`src/rtl/display_pkg.sv`:
```
// Shared constants for the 4-digit 7-segment display path: segment patterns,
// bus polarity/bit order, and the capture FSM state type.
package display_pkg;

  localparam int SEG_W     = 7;
  localparam int NIB_W     = 4;
  localparam int DIGITS    = 4;

  // Segment bus is active high with segment a on the MSB and g on the LSB.
  localparam logic SEG_ON    = 1'b1;
  localparam int   SEG_A_BIT = 6;
  localparam int   SEG_G_BIT = 0;

  localparam logic [SEG_W-1:0] SEG_0 = 7'h7E;
  localparam logic [SEG_W-1:0] SEG_1 = 7'h30;
  localparam logic [SEG_W-1:0] SEG_2 = 7'h6D;
  localparam logic [SEG_W-1:0] SEG_3 = 7'h79;
  localparam logic [SEG_W-1:0] SEG_4 = 7'h33;
  localparam logic [SEG_W-1:0] SEG_5 = 7'h5B;
  localparam logic [SEG_W-1:0] SEG_6 = 7'h5F;
  localparam logic [SEG_W-1:0] SEG_7 = 7'h70;
  localparam logic [SEG_W-1:0] SEG_8 = 7'h7F;
  localparam logic [SEG_W-1:0] SEG_9 = 7'h7B;
  localparam logic [SEG_W-1:0] SEG_A = 7'h77;
  localparam logic [SEG_W-1:0] SEG_B = 7'h1F;
  localparam logic [SEG_W-1:0] SEG_C = 7'h4E;
  localparam logic [SEG_W-1:0] SEG_D = 7'h3D;
  localparam logic [SEG_W-1:0] SEG_E = 7'h4F;
  localparam logic [SEG_W-1:0] SEG_F = 7'h47;

  // WAIT0 doubles as "expecting digit 0"; Dk expects digit k.
  typedef enum logic [1:0] {
    WAIT0 = 2'd0,
    D1    = 2'd1,
    D2    = 2'd2,
    D3    = 2'd3
  } cap_state_e;

endpackage

```
`src/rtl/seg7_decode.sv`:
```
// Combinational 7-segment pattern to hex nibble decoder; ok is low for any
// pattern that is not one of the 16 hex glyphs.
module seg7_decode
  import display_pkg::*;
(
  input  logic [SEG_W-1:0] seg,
  output logic [NIB_W-1:0] nibble,
  output logic             ok
);

  logic [SEG_W-1:0] seg_ord;
  logic [SEG_W-1:0] seg_ah;

  // Normalise to a-on-MSB, active-high before matching glyphs.
  assign seg_ord = (SEG_A_BIT > SEG_G_BIT) ? seg : {<<{seg}};
  assign seg_ah  = SEG_ON ? seg_ord : ~seg_ord;

  always_comb begin
    nibble = '0;
    ok     = 1'b1;
    case (seg_ah)
      SEG_0:   nibble = 4'h0;
      SEG_1:   nibble = 4'h1;
      SEG_2:   nibble = 4'h2;
      SEG_3:   nibble = 4'h3;
      SEG_4:   nibble = 4'h4;
      SEG_5:   nibble = 4'h5;
      SEG_6:   nibble = 4'h6;
      SEG_7:   nibble = 4'h7;
      SEG_8:   nibble = 4'h8;
      SEG_9:   nibble = 4'h9;
      SEG_A:   nibble = 4'hA;
      SEG_B:   nibble = 4'hB;
      SEG_C:   nibble = 4'hC;
      SEG_D:   nibble = 4'hD;
      SEG_E:   nibble = 4'hE;
      SEG_F:   nibble = 4'hF;
      default: ok     = 1'b0;
    endcase
  end

endmodule

```
`src/rtl/display_capture.sv`:
```
// Reassembles the 16-bit word from a multiplexed 4-digit 7-segment bus.
// Optional frame-stability filter enabled by defining DISPLAY_CAPTURE_STABLE_EN.
module display_capture
  import display_pkg::*;
#(
  parameter int STABLE_FRAMES = 2
) (
  input  logic        clk,
  input  logic        rst,
  input  logic [3:0]  en,
  input  logic [6:0]  seg,
  output logic [15:0] data,
  output logic        valid,
  output logic        err
);

  if (STABLE_FRAMES < 2 || STABLE_FRAMES > 15) begin : g_bad_param
    $error("display_capture: STABLE_FRAMES must be in 2..15");
  end

  cap_state_e       state_p1, state_nx;
  logic [NIB_W-1:0] nib_p1 [DIGITS];

  logic [NIB_W-1:0] dec_nib_p0;
  logic             dec_ok_p0;
  logic             onehot_p0;
  logic [1:0]       digit_p0;
  logic             good_p0, bad_p0;
  logic [1:0]       kx;
  logic             latch, frame_done, err_nx, load;
  logic [15:0]      word_p0;

  seg7_decode u_dec (
    .seg    (seg),
    .nibble (dec_nib_p0),
    .ok     (dec_ok_p0)
  );

  // ---- stage p0: classify the live sample and decide the frame step ----
  always_comb begin
    onehot_p0 = 1'b1;
    digit_p0  = 2'd0;
    case (en)
      4'b0001: digit_p0 = 2'd0;
      4'b0010: digit_p0 = 2'd1;
      4'b0100: digit_p0 = 2'd2;
      4'b1000: digit_p0 = 2'd3;
      default: onehot_p0 = 1'b0;
    endcase
  end

  assign good_p0 = onehot_p0 & dec_ok_p0;
  assign bad_p0  = (en != 4'b0000) & ~good_p0;
  assign kx      = state_p1;
  assign word_p0 = {dec_nib_p0, nib_p1[2], nib_p1[1], nib_p1[0]};

  always_comb begin
    state_nx   = state_p1;
    latch      = 1'b0;
    frame_done = 1'b0;
    err_nx     = 1'b0;
    if (bad_p0) begin
      err_nx   = 1'b1;
      state_nx = WAIT0;
    end else if (good_p0) begin
      if (state_p1 == WAIT0) begin
        if (digit_p0 == 2'd0) begin
          latch    = 1'b1;
          state_nx = D1;
        end
      end else if (digit_p0 == kx) begin
        latch = 1'b1;
        if (kx == 2'd3) begin
          frame_done = 1'b1;
          state_nx   = WAIT0;
        end else begin
          state_nx = cap_state_e'(kx + 2'd1);
        end
      end else if (digit_p0 == kx - 2'd1) begin
        latch = 1'b1;
      end else if (digit_p0 == 2'd0) begin
        err_nx   = 1'b1;
        latch    = 1'b1;
        state_nx = D1;
      end else begin
        err_nx   = 1'b1;
        state_nx = WAIT0;
      end
    end
  end

`ifdef DISPLAY_CAPTURE_STABLE_EN
  localparam logic [3:0] SF_CNT = 4'(STABLE_FRAMES);

  logic [3:0]  cnt_p1, cnt_nx;
  logic [15:0] prev_p1;

  // A zero count means no frame since reset/error, so the next frame starts a run.
  always_comb begin
    cnt_nx = cnt_p1;
    if (err_nx) begin
      cnt_nx = 4'd0;
    end else if (frame_done) begin
      if (cnt_p1 == 4'd0 || word_p0 != prev_p1) cnt_nx = 4'd1;
      else if (cnt_p1 < SF_CNT)                 cnt_nx = cnt_p1 + 4'd1;
    end
  end

  assign load = frame_done && (cnt_nx == SF_CNT);

  always_ff @(posedge clk) begin
    if (rst) begin
      cnt_p1  <= 4'd0;
      prev_p1 <= '0;
    end else begin
      cnt_p1 <= cnt_nx;
      if (frame_done) prev_p1 <= word_p0;
    end
  end
`else
  assign load = frame_done;
`endif

  // ---- stage p1: registered state, nibbles and outputs ----
  always_ff @(posedge clk) begin
    if (rst) begin
      state_p1 <= WAIT0;
      for (int i = 0; i < DIGITS; i++) nib_p1[i] <= '0;
      data     <= '0;
      valid    <= 1'b0;
      err      <= 1'b0;
    end else begin
      state_p1 <= state_nx;
      if (latch) nib_p1[digit_p0] <= dec_nib_p0;
      if (load)  data <= word_p0;
      valid <= load;
      err   <= err_nx;
    end
  end

endmodule

```
`config.mk`:
```
export PLATFORM = sky130hd
export DESIGN_NAME = display_capture
export DESIGN_NICKNAME = d
export VERILOG_FILES = /design/src/rtl/display_pkg.sv /design/src/rtl/seg7_decode.sv /design/src/rtl/display_capture.sv
export SDC_FILE = /design/constraint.sdc
export NUM_CORES = 1
export LEC_CHECK = 0
export CORE_MARGIN = 10
export CORE_UTILIZATION = 35
export CTS_CLUSTER_DIAMETER = 120
export CTS_CLUSTER_SIZE = 14
export DETAILED_ROUTE_END_ITERATION = 8
export GPL_ROUTABILITY_DRIVEN = 0
export HOLD_SLACK_MARGIN = 0.03
export SYNTH_ARGS = -nofsm -noshare
export SYNTH_HDL_FRONTEND = slang
export SYNTH_SLANG_ARGS = --single-unit
export TNS_END_PERCENT = 100
```
`constraint.sdc`:
```
create_clock -name clk -period 7.95 [get_ports clk]
set_input_delay 1.59 -clock clk [delete_from_list [all_inputs] [get_ports clk]]
set_output_delay 1.59 -clock clk [all_outputs]
set_load 0.05 [all_outputs]
```
---- After elaboration in Yosys (flattened, before gate mapping) ----
Memory sizes are Yosys's and may differ from the RTL's. A register that Yosys moved wholly into a read port is not among the register bits.
Index checks and enable logic that the tools add are counted.
storage, ports and cells
  bits in registers ....................... 20
  RAM bits ................................ 16
  bits of input ports ..................... 13
  output and inout port bits .............. 18
  word-level logic and storage cells ...... 77
  memories kept ........................... 1
cells by class
  add/sub/neg operators ................... 2
  equal/unequal tests ..................... 25
  muxes and demuxes ....................... 34
  bitwise logic cells ..................... 3
  reductions and logical operators ........ 8
memory list
  name    depth  bits a word  read ports  clocked after Yosys merged registers in  write ports  line                   source
  nib_p1  4      4            3           3                                        4            display_capture.sv:22  logic [NIB_W-1:0] nib_p1 [DIGITS];
operator list
  operator                                                                  number
  7-bit == test (second input constant)                                     12
  4-bit case mux with 15 select lines                                       1
  1-bit 2-to-1 mux                                                          25
  7-bit by 6-bit == test with 1-bit output (second input constant)          3
  16-bit OR reduction                                                       1
  2-bit 2-to-1 mux                                                          6
  4-bit OR reduction                                                        2
  7-bit by 5-bit == test with 1-bit output (second input constant)          1
  2-bit case mux with 3 select lines                                        1
  2-bit == test                                                             2
  4-bit by 1-bit == test with 1-bit output (second input constant)          1
  4-bit by 2-bit == test with 1-bit output (second input constant)          1
  4-bit by 3-bit == test with 1-bit output (second input constant)          1
  4-bit == test (second input constant)                                     1
  2-bit logical NOT                                                         2
  4-bit 2-to-1 mux                                                          1
  4-bit nonzero test                                                        1
  3-bit inequality test (second input constant)                             1
  3-bit AND reduction                                                       1
  2-bit by 1-bit adder with 2-bit output (second input constant)            1
  1-bit bitwise AND                                                         2
  2-bit == test (second input constant)                                     1
  2-bit by 1-bit inequality test with 1-bit output (second input constant)  1
  2-bit OR reduction                                                        1
  other kinds (2)                                                           2

---- Longest topological paths before layout ----
  depth after elaboration ................. 14
  depth in mapped cells ................... 9
  depth with buffers taken out ............ 8

---- Modules after synthesis ----
Synthesis repeated with hierarchy kept, for this count alone.
unflattened totals
  cells, all modules ...................... 209
  area, all modules ....................... 2,044.5 um2
by module, submodules not included
  module           times used  cells an instance  area an instance (um2)  sequential area each (um2)
  display_capture  1           154                1,656.6                 760.7
  seg7_decode      1           55                 387.9                   0.0

---- Worst setup path after synthesis ----
OpenSTA, ideal clock, no wires.
  path kind ............................... in2reg
  start point ............................. in en[2]
  end point ............................... mem nib_p1[1][0] (enable)
  arrival time ............................ 3.462 ns
  setup slack ............................. 4.190 ns
  stages on the path ...................... 8
  buffers on the path ..................... 2
  path through ............................ buf_2 > or3_4 > and3_1 > buf_6 > o311ai_4 > o21ai_2 > a2111oi_4 > or2_2
RTL lines
  element          line                   source
  start, declared  display_capture.sv:10  input logic [3:0] en,
  end, declared    display_capture.sv:22

---- Worst setup path in the final report ----
  start point ............................. in en[2]
  end point ............................... reg data[8], read port of nib_p1
on the way
  cells in the longest elaborated chain, start to end .. 7
RTL lines
  element                                                                   line                                          source
  4-bit == test, or another cell as far along                               display_capture.sv:43                         case (en)
  2-bit case mux with 3 select lines or 4-bit OR reduction (tied branches)  n/a
  2-bit == test or 1-bit 2-to-1 mux (tied branches)                         display_capture.sv:71, display_capture.sv:43
  1-bit 2-to-1 mux or 1-bit bitwise AND (tied branches)                     display_capture.sv:71, display_capture.sv:52
  1-bit 2-to-1 mux or 1-bit inverter (tied branches)                        display_capture.sv:66, display_capture.sv:53
  1-bit 2-to-1 mux or 1-bit bitwise AND (tied branches)                     display_capture.sv:65, display_capture.sv:53
  1-bit 2-to-1 mux *                                                        display_capture.sv:62                         if (bad_p0) begin
  end, declared                                                             display_capture.sv:12                         output logic [15:0] data,
Every way passes the cells marked *; elsewhere a longest branch is shown, timed or not.
A chain may end at the register's enable or synchronous reset.

==> impl_metrics.json <==
{
  "routedWlPerCell_um": 12.99,
  "die-height_um": 93.52,
  "dpl.hpwl_mm": 2.904,
  "cpPeakStageDelay_ps": 640,
  "cts_buffers": 5,
  "synth_area_leaders": "dfxtp_1, edfxtp_1, nand2_1, mux2i_1, nor2_1",
  "initial_core_util_pct": 36.57,
  "fin_skew_ps": 4.018,
  "cts_tree": "done",
  "setup_viol": 0,
  "avgSynthCellArea_um2": 9.052,
  "multiInputGateArea_mm2": 0.001033,
  "outcome": "completed",
  "crit_fanout": 12,
  "numPortBuffers": 30,
  "synth_ff_type": "dfxtp_1",
  "design_power_total_mw": 0.3380,
  "synth_nets": 224,
  "holdWs_ps": 456.0,
  "period_share_pct": 53.38,
  "cp_top_family": "simple AND/OR/NAND/NOR gates",
  "postCtsSetupBuffers": 0,
  "worst_slack_ps": 3706,
  "yosysWarnings": 0,
  "post-place-ws_ps": 3415,
  "insertion_delay_ps": 270,
  "die_w_um": 93.52,
  "rsz0062_at_grt": "no",
  "p_leak_nw": 0.7222,
  "required_ps": 8150,
  "cap_violations": 0,
  "syn_inst": 209,
  "grt_pass1_vias": 1414,
  "nNetsFinal": 247,
  "p_per_area_mw_per_mm2": 147.3,
  "core-area_mm2": 0.005172,
  "yosysSeqAreaShare_pct": 40.21,
  "ctsResizeCount": 0,
  "ios": 31,
  "synth.most_common_cell": "nand2_1",
  "clkTransAtPathRegs_ps": 60,
  "grt_pass1_wl_mm": 6.513,
  "synth.largest_area_cell": "dfxtp_1",
  "finish.utilization_pct": 44.36,
  "ctsHtreeMaxLevel": 2,
  "hold_path_class": "flip-flop to flip-flop",
  "hold_viol_final": 0,
  "fin_setup_tns_ps": 0,
  "cp.arrival_ps": 4450,
  "ff_latch_area_um2": 760.7,
  "drt_first_pass_iters": 4,
  "crit_path_end_kind": "flip-flop",
  "yosys.cell_types.count": 55,
  "antenna_found_initial": 0,
  "async_flop_share_pct": 0,
  "drt_iter0_drc": 67,
  "cts_root_buf": "clkbuf_8",
  "drive_gt1_share_pct": 6.867,
  "area_growth_pct": 21.30,
  "drtAntennaViolNets": 0,
  "grt.overflow.total": 0,
  "drc": 0,
  "cts_max_path_buffers": 2,
  "via_per_inst": 5.109,
  "slew_headroom_pct": 48.89,
  "synth-edff-count": 12,
  "layout_min_cycle_time_ps": 4244,
  "slowest_stage": "nor2_2",
  "critPathLaunchType": "input port",
  "grt_max_degree": 29,
  "grt_usage_pct": 9.058,
  "rows": 26,
  "synth.cell_area_mm2": 0.001892,
  "path_class": "input port to flip-flop",
  "slew_violations": 0,
  "cp.buffers_inverters": 1,
  "antenna_cells": 0,
  "ys_top_cells_by_count": "nand2_1, dfxtp_1, nor2_1",
  "routed_wl_mm": 3.936,
  "clkSinkCount": 32,
  "fmax_ghz": 0.2356,
  "worst_pin_slew_ps": 765.8,
  "synth_top_area_share_pct": 21.16,
  "ys_ff_latch": 32,
  "dieArea_mm2": 0.008746,
  "cts-hold-fix-buffers": 0,
  "ir_worst_vdd_mv": 0.06441,
  "routed-via-count": 1548,
  "path_cells": "clkdlybuf4s50_1 > or3_4 > and3_1 > o311ai_4 > nand3_2 > nor2_2 > mux2i_1",
  "fill_cells": 496
}
placed cells by master, fill, tap and decap left out, drive strengths merged, types with 3 or more instances in the layout:
| master | netlist | layout |
|---|---|---|
| o32ai | 5 | 5 |
| mux2i | 12 | 12 |
| nand2b | 3 | 3 |
| inv | 6 | 6 |
| clkbuf | 5 | 8 |
| nand2 | 34 | 34 |
| nor2 | 19 | 19 |
| or3 | 7 | 7 |
| clkdlybuf4s50 | 0 | 30 |
| nand3 | 5 | 5 |
| nor2b | 9 | 9 |
| nor3b | 3 | 3 |
| nand4 | 4 | 4 |
| dfxtp | 20 | 20 |
| o21ai | 10 | 10 |
| a21oi | 8 | 8 |
| edfxtp | 12 | 12 |
through the flow:
step,cell area [µm²],cells
6_report,2295,303
3_3_place_gp,2205,295
3_5_place_dp,2205,295
5_1_grt,2295,303
4_1_cts,2295,303
2_1_floorplan,1892,209
worst paths after layout:
path	slack, ps	end	start	depth (start not counted)
worst min-delay path	460	data[11]$_SDFFE_PP0P_	data[11]$_SDFFE_PP0P_	2
worst min register to register	460	data[11]$_SDFFE_PP0P_	data[11]$_SDFFE_PP0P_	2
worst max register to register	5240	data[8]$_SDFFE_PP0P_	kx[0]$_SDFFE_PP0P_	6
worst max-delay path	3710	data[8]$_SDFFE_PP0P_	en[2]	7
power by group:
part           switching (mW)  internal (mW)
registers             0.00127          0.174
clock network          0.0531         0.0705
logic                  0.0242         0.0153
flip-flops by register name, summed over array words and instances (netlist names):
| name | count |
|---|---|
| kx | 2 |
| nib_p1 | 12 |
| valid | 1 |
| data | 16 |
| err | 1 |
layout make-up:
type	instances	share of cell area (%)
Timing Repair Buffer	30	13.09
Clock buffer	8	3.926
Sequential cell	32	33.15
Tap cell	70	3.817
Multi-Input combinational cell	157	45.04
Inverter	6	0.9815
kinds of logic (layout without fill, tap and decap cells):
family          after synthesis  after routing  synth area share [%]
compound gates               43             43                 18.98
simple gates                 99             99                 27.51
fa+ha+maj                     2              2                 1.323
mux                          12             12                 6.349
flops                        32             32                 40.21
xor+xnor                      1              1                0.4630
buf+inv                      20             44                 5.159
layer usage:
layer | track usage [%] | up-vias | share of wire (%)
li1 | - | 815 | -
met5 | 0 | - | 0
met1 | 10.84 | 690 | 48
met4 | 3.728 | 0 | 1.3
met2 | 14.21 | 37 | 44
met3 | 3.437 | 6 | 7.2
worst reg2reg max path, delay by kind of cell, from the launching register on:
family / cells / cell delay, ps
AO/OA/AOI/OAI: 2 / 550
flip-flops: 1 / 440
multiplexers: 1 / 260
AND/OR/NAND/NOR: 3 / 1390
(Power assumes the default switching activity.)
